File: src/rtl/fwd_hazard_ctrl.sv
`default_nettype none
// ============================================================================
// Module      : fwd_hazard_ctrl
// Description : Forwarding and load-use hazard controller for the in-order
//               integer pipeline. A shadow pipeline tracks in-flight register
//               writers from EX (slot 0) through FWD_DEPTH later stages. For
//               each source operand of the ID instruction, a forward select
//               is computed and registered so it is presented when that
//               instruction reaches EX. A combinational load-use stall and a
//               saturating stall-cycle counter are also provided.
// Ports       :
//   clk          in   clock, rising edge
//   rst_n        in   asynchronous active-low reset
//   id_valid     in   valid instruction in ID
//   id_src       in   NSRC*AW source registers, operand i at [i*AW +: AW]
//   id_src_used  in   NSRC per-operand "reads a register" flags
//   id_rd        in   destination register of the ID instruction
//   id_regwrite  in   ID instruction writes id_rd
//   id_is_load   in   ID instruction is a load
//   pipe_hold    in   freeze the whole back-end
//   ex_flush     in   squash the instruction entering EX
//   fwd_sel      out  NSRC*SW selects for EX: 0 = regfile, k = stage k
//   stall_id     out  load-use stall (hold ID, insert bubble)
//   stall_cnt    out  saturating count of stall cycles
// Constraints : FWD_DEPTH >= 1, 0 <= LOAD_LAT < FWD_DEPTH
// Revision    : 1.0 - initial release
// ============================================================================
module fwd_hazard_ctrl #(
    parameter int  AW        = 5,
    parameter int  NSRC      = 2,
    parameter int  FWD_DEPTH = 2,
    parameter int  LOAD_LAT  = 1,
    localparam int SW        = $clog2(FWD_DEPTH + 1)
) (
    input  logic                 clk,
    input  logic                 rst_n,
    input  logic                 id_valid,
    input  logic [NSRC*AW-1:0]   id_src,
    input  logic [NSRC-1:0]      id_src_used,
    input  logic [AW-1:0]        id_rd,
    input  logic                 id_regwrite,
    input  logic                 id_is_load,
    input  logic                 pipe_hold,
    input  logic                 ex_flush,
    output logic [NSRC*SW-1:0]   fwd_sel,
    output logic                 stall_id,
    output logic [15:0]          stall_cnt
);

    localparam logic [15:0] C_CNT_MAX = 16'hFFFF;

    // Shadow pipeline: index 0 is EX, index FWD_DEPTH is the oldest stage.
    logic [FWD_DEPTH:0]          slot_v_q,  slot_v_d;
    logic [FWD_DEPTH:0]          slot_ld_q, slot_ld_d;
    logic [FWD_DEPTH:0][AW-1:0]  slot_rd_q, slot_rd_d;
    logic [NSRC*SW-1:0]          fwd_sel_q, fwd_sel_d;
    logic [15:0]                 stall_cnt_q, stall_cnt_d;

    logic [NSRC*SW-1:0]          w_id_sel;
    logic [NSRC-1:0]             w_load_use;
    logic                        w_issue;

    // ------------------------------------------------------------------------
    // Per-operand lookup against slots 0..FWD_DEPTH-1. The loop walks from
    // oldest to youngest so the youngest match overwrites older ones. The
    // oldest slot is never a forwarding source: the register file writes
    // through for it. Requiring src != 0 also excludes rd == 0 entries.
    // ------------------------------------------------------------------------
    generate
        for (genvar gi = 0; gi < NSRC; gi++) begin : g_src
            logic [AW-1:0] w_src;
            logic [SW-1:0] w_sel;
            logic          w_ld;

            assign w_src = id_src[gi*AW +: AW];

            always_comb begin
                w_sel = '0;
                w_ld  = 1'b0;
                if (id_src_used[gi] && (w_src != '0)) begin
                    for (int j = FWD_DEPTH - 1; j >= 0; j--) begin
                        if (slot_v_q[j] && (slot_rd_q[j] == w_src)) begin
                            w_sel = SW'(j + 1);
                            // Load data is not yet available this close to EX.
                            w_ld  = slot_ld_q[j] && (j < LOAD_LAT);
                        end
                    end
                end
            end

            assign w_id_sel[gi*SW +: SW] = w_sel;
            assign w_load_use[gi]        = w_ld;
        end
    endgenerate

    assign stall_id = id_valid & (|w_load_use);
    assign w_issue  = id_valid & ~stall_id & ~ex_flush;

    // ------------------------------------------------------------------------
    // Next-state: everything holds while pipe_hold is set (ex_flush included).
    // ------------------------------------------------------------------------
    always_comb begin
        slot_v_d    = slot_v_q;
        slot_ld_d   = slot_ld_q;
        slot_rd_d   = slot_rd_q;
        fwd_sel_d   = fwd_sel_q;
        stall_cnt_d = stall_cnt_q;

        if (!pipe_hold) begin
            for (int k = FWD_DEPTH; k >= 1; k--) begin
                slot_v_d[k]  = slot_v_q[k-1];
                slot_ld_d[k] = slot_ld_q[k-1];
                slot_rd_d[k] = slot_rd_q[k-1];
            end

            // A stalled or flushed ID instruction becomes a bubble in EX.
            slot_v_d[0]  = w_issue & id_regwrite;
            slot_ld_d[0] = w_issue & id_is_load;
            slot_rd_d[0] = w_issue ? id_rd : '0;
            fwd_sel_d    = w_issue ? w_id_sel : '0;

            if (stall_id && (stall_cnt_q != C_CNT_MAX)) begin
                stall_cnt_d = stall_cnt_q + 16'd1;
            end
        end
    end

    always_ff @(posedge clk or negedge rst_n) begin
        if (!rst_n) begin
            slot_v_q    <= '0;
            slot_ld_q   <= '0;
            slot_rd_q   <= '0;
            fwd_sel_q   <= '0;
            stall_cnt_q <= '0;
        end else begin
            slot_v_q    <= slot_v_d;
            slot_ld_q   <= slot_ld_d;
            slot_rd_q   <= slot_rd_d;
            fwd_sel_q   <= fwd_sel_d;
            stall_cnt_q <= stall_cnt_d;
        end
    end

    assign fwd_sel   = fwd_sel_q;
    assign stall_cnt = stall_cnt_q;

endmodule
`default_nettype wire

File: config.mk
export PLATFORM = sky130hd
export DESIGN_NAME = fwd_hazard_ctrl
export DESIGN_NICKNAME = d
export VERILOG_FILES = /design/src/rtl/fwd_hazard_ctrl.sv
export SDC_FILE = /design/constraint.sdc
export NUM_CORES = 1
export LEC_CHECK = 0
export CAP_MARGIN = 10
export CELL_PAD_IN_SITES_DETAIL_PLACEMENT = 1
export CELL_PAD_IN_SITES_GLOBAL_PLACEMENT = 1
export CORE_AREA = 3 3 57 80
export DETAILED_ROUTE_END_ITERATION = 16
export DIE_AREA = 0 0 60 83
export DONT_BUFFER_PORTS = 1
export GPL_TIMING_DRIVEN = 0
export PLACE_DENSITY = 0.77
export RECOVER_POWER = 25
export SLEW_MARGIN = 20
export SYNTH_ARGS = -nofsm -noshare
export SYNTH_HDL_FRONTEND = slang
export SYNTH_SLANG_ARGS = --single-unit
File: constraint.sdc
create_clock -name clk -period 2 [get_ports clk]
set_input_delay 0.2 -clock clk [delete_from_list [all_inputs] [get_ports clk]]
set_output_delay 0.2 -clock clk [all_outputs]
set_load 0.05 [all_outputs]
==> impl.org, run 1 <==
** Timing
- Final setup violation count :: 17
- For the finished layout, the period the worst path requires is 2.19 ns.
- Headroom to the max-slew limit came out at 3.21%.
- Setup repair after global routing missed its margin :: yes
- Clock tree skew after final layout :: 0.00595 ns
- Slew @ Worst Pin :: 1.45 ns
- For this run, the top clock speed supported by timing is 457 MHz.
- In the post-route analysis, the smallest setup slack over all paths is -0.187 ns.
- Worst hold slack :: 0.0537 ns
- Of the available clock period, the critical path in the final layout requires 109%.
- Final-report hold violation count :: 0
- Pins over their slew limit :: 0

** Die
- The total area inside the core boundary comes to 3920 sq um.
- Die span in x :: 60 um
- I/O Pins :: 45
- The floorplan step defined a die boundary enclosing 4980 sq um.
- Height of the chip :: 83 um
- The initial utilization of the core area, before any placement, comes to 43.7%.
- Cell Rows :: 27

** Yosys
- Cells after Synth :: 139
- Of the total synthesized cell area, the portion taken by XOR and XNOR cells is 17.9%.
- Share of synthesized area spent on multiplexers :: 4.60%
- Most frequent cells after synthesis :: sky130_fd_sc_hd__dfrtp_1, sky130_fd_sc_hd__xnor2_1, sky130_fd_sc_hd__xor2_1
- Number of storage elements in the synthesis netlist :: 33
- The synthesized netlist devotes 17.1% of its cell area to simple gates.
- Area fraction of the dominant cell type after synthesis :: 48.2%
- The synthesized netlist occupies a cell area of 1710 sq um.
- EDFF count, synth :: 0
- sky130_fd_sc_hd__dfrtp_1 is the most common cell in the netlist.
- Compound-gate portion of the synthesized area :: 9.71%
- The synthesized netlist contains 31 unique library cells.
- Syn avg cell area :: 12.3 sq um
- Largest family of logic cells by synthesized area :: XOR/XNOR gates
- The number of nets handed over by synthesis was 164.
- Synth warnings :: 0
- The share of the Yosys chip area taken by registers is 48.2%.
- Cell type with the highest aggregate area in the netlist :: sky130_fd_sc_hd__dfrtp_1
- In the post-synthesis netlist, the biggest area contributors are sky130_fd_sc_hd__dfrtp_1, sky130_fd_sc_hd__xnor2_1, sky130_fd_sc_hd__xor2_1.
- Share of flip-flops with an asynchronous set or reset after synthesis :: 100%
- The most used flip-flop cell after synthesis is sky130_fd_sc_hd__dfrtp_1.
- Summing the areas of all fa, ha and maj instances in the mapped netlist gives 0.730% of the synthesized area.

** Power
- Power density relative to cell area :: 673 nW/um^2
- Maximum vdd drop :: 528 uV
- Static leakage power :: 0.981 nW

** Route
- Post-detailed-routing wire length :: 4.36 mm
- Summed over all nets, wire length on met2 after detailed routing comes to 2.54 mm.
- Wire segments on met3 add up to 227 um in the final route.
- The first routing iteration left 35 violations.
- DRC viols :: 0
- Met1 wire length :: 1.49 mm
- Post-DR vias/cell :: 5.95
- Initial DRT Pass Iterations :: 4
- Remaining antenna violation count :: 0
- Total via count after detailed routing :: 1237
- Highest routed metal layer :: met4
- In the final routed layout, each cell accounts on average for 21.0 um.

** Global route
- The initial antenna violation count was 0.
- Gr ovfl total :: 0
- Global routing used 18.6% of the available tracks across all layers.
- Entering global routing, the biggest net connects 34 pins.
- The first global-routing pass estimated 7.04 mm of wire.
- The via count of the first global-routing pass is 1445.

** Outcome
- The checks that failed: negative setup slack.
- The run finished, with violations left.

** Critical path
- STA classifies the critical path startpoint as a flip-flop.
- For the worst setup path, the data required time is 2.17 ns.
- Across all register-to-register paths, the minimum setup slack is -0.19 ns.
- In this design, the critical path's most frequently occurring cell is sky130_fd_sc_hd__buf_6.
- The signal on the critical path passes through and4_1, and3_4, and4_4, a211oi_4, buf_6, buf_6, mux2_4.
- Critical path launch point :: stall_cnt[6]
- Arrival time worst endpoint :: 2.35 ns
- Along the worst path, the maximum fanout reaches 6.
- CP endpoint kind :: flip-flop
- In this run the critical register-to-register path is launched from stall_cnt[6].
- Critical path class :: flip-flop to flip-flop
- Worst path slowest cell :: sky130_fd_sc_hd__dfrtp_2
- On the worst path, the slowest cell contributes a delay of 0.53 ns.

** Placement
- Once detailed placement completed, the half-perimeter wirelength came to 3.04 mm.
- After detailed placement, the design holds a cell count of 182.
- Port buffering added 0 buffers.
- Routability-driven placement finished with a final weighted congestion of 0.769.

** Layout
- The repair_antennas step left the layout with diodes totalling 0.
- For this run, the post-layout net count is 189.
- Post-route non-filler standard cell count :: 208
- Post-Route Utilization :: 56.2%
- Fraction of final layout cells with drive strength greater than 1 :: 44.2%
- Compared with the post-synthesis result, the final layout area differs by 28.5%.

** Min path
- The min-delay analysis places its worst path in the category input port to flip-flop.
- Startpoint of the most critical hold path :: id_rd[4]

** Clock tree
- Counting every sink on the clock net gives 33.
- Root Buffer Master :: sky130_fd_sc_hd__clkbuf_8
- At the later pin of the worst-skew pair, clock insertion delay measures 0.28 ns.
- Number of CTS-inserted buffers :: 5
- TritonCTS clock tree :: built
- No sink is reached through more buffers than the 2 on the longest clock path.
- Number of H-tree branching levels :: 2
- Clock-pin slew was measured on the worst setup and hold paths at 0.07 ns.

** Job
- Across the run, the number of max-cap violations was 0.
-- final timing paths --
kind / to / depth (start not counted)
worst max-delay path: stall_cnt[1] / 7
worst min-delay path: slot_rd_q[4] / 1
max in group asynchronous: stall_cnt[4] / 2
min in group asynchronous: stall_cnt[2] / 2
worst max register to register: stall_cnt[1] / 7
worst min register to register: slot_v_q[1] / 1
-- sequential cells by signal (all words and copies together) (netlist names) --
signal and cells:
slot_v_q 2, slot_rd_q 10, stall_cnt 16, fwd_sel 4, slot_ld_q 1
-- report_power, final --
| group | leakage [nW] | internal (mW) | switching, mW | total [mW] |
|---|---|---|---|---|
| Sequential | 0.437 | 0.685 | 0.0255 | 0.710 |
| Combinational | 0.485 | 0.0670 | 0.0651 | 0.132 |
| Clock | 0.0585 | 0.406 | 0.235 | 0.641 |
| Total | 0.981 | 1.16 | 0.326 | 1.48 |
-- through the flow --
stage,power [mW],setup WS [ns],area [sq um],setup TNS [ns]
after detailed placement,0.816,-0.342,1790,-4.39
after floorplan,0.794,0.00772,1740,0
after global routing,1.55,-0.283,2200,-4.56
after global placement,0.808,-0.275,1790,-3.32
final,1.48,-0.187,2200,-2.24
after CTS,1.50,-0.152,2110,-1.63
-- worst max-delay path, delay by kind of cell (launching register included) --
family / cells / cell delay [ns]
flip-flops: 1 / 0.53
multiplexers: 1 / 0.29
AND/OR/NAND/NOR: 3 / 0.73
buffers and inverters: 2 / 0.27
AO/OA/AOI/OAI: 1 / 0.25
-- final cells by class --
cell class,count,area [sq um]
Tap cell,43,53.8
Buffer,4,31.3
Multi-Input combinational cell,102,1000
Timing Repair Buffer,18,161
Clock buffer,7,86.3
Clock inverter,1,30.0
Fill cell,387,1720
Sequential cell,33,840
-- per-layer routing --
metal  up-vias  GRT usage (%)
li1        554              -
met1       635           19.6
met2        39           34.0
met3         9           5.13
met4         0           5.85
met5         -              0
-- placed cells by master, fill, tap and decap left out, drive strengths merged, types with 3 or more instances in the layout --
master / netlist / routed
dfrtp: 33 / 33
and4: 3 / 3
buf: 2 / 18
nand2: 5 / 5
and3: 8 / 8
nand4: 7 / 7
xor2: 15 / 15
nand3: 9 / 9
mux2: 7 / 7
xnor2: 20 / 20
clkbuf: 1 / 8
a22o: 7 / 7
-- logic make-up after synthesis --
family                     after synthesis
and+or+nand+nor                         42
xor gates and xnor gates                35
DFF                                     33
AOI/OAI and AO/OA                       17
muxes                                    7
buffers and inverters                    4
adders and majority gates                1
-- what timing repair did --
action                     4_1_cts  5_1_grt
gates resized for setup         16       15
setup endpoints to repair       17       26
hold buffers                     2        0
hold endpoints to repair        33        0
pin swaps                       16       10
cloned                           1        0
buffers inserted                12        3
Power figures use the tool's default switching activity.
==> run 2, diff against run 1 <==
CTS_CLUSTER_SIZE = 24   (was unset)
SLEW_MARGIN = unset   (was 20)
==> results of run 2 <==
The final DEF is identical to that of run 1; final timing and power are the same.
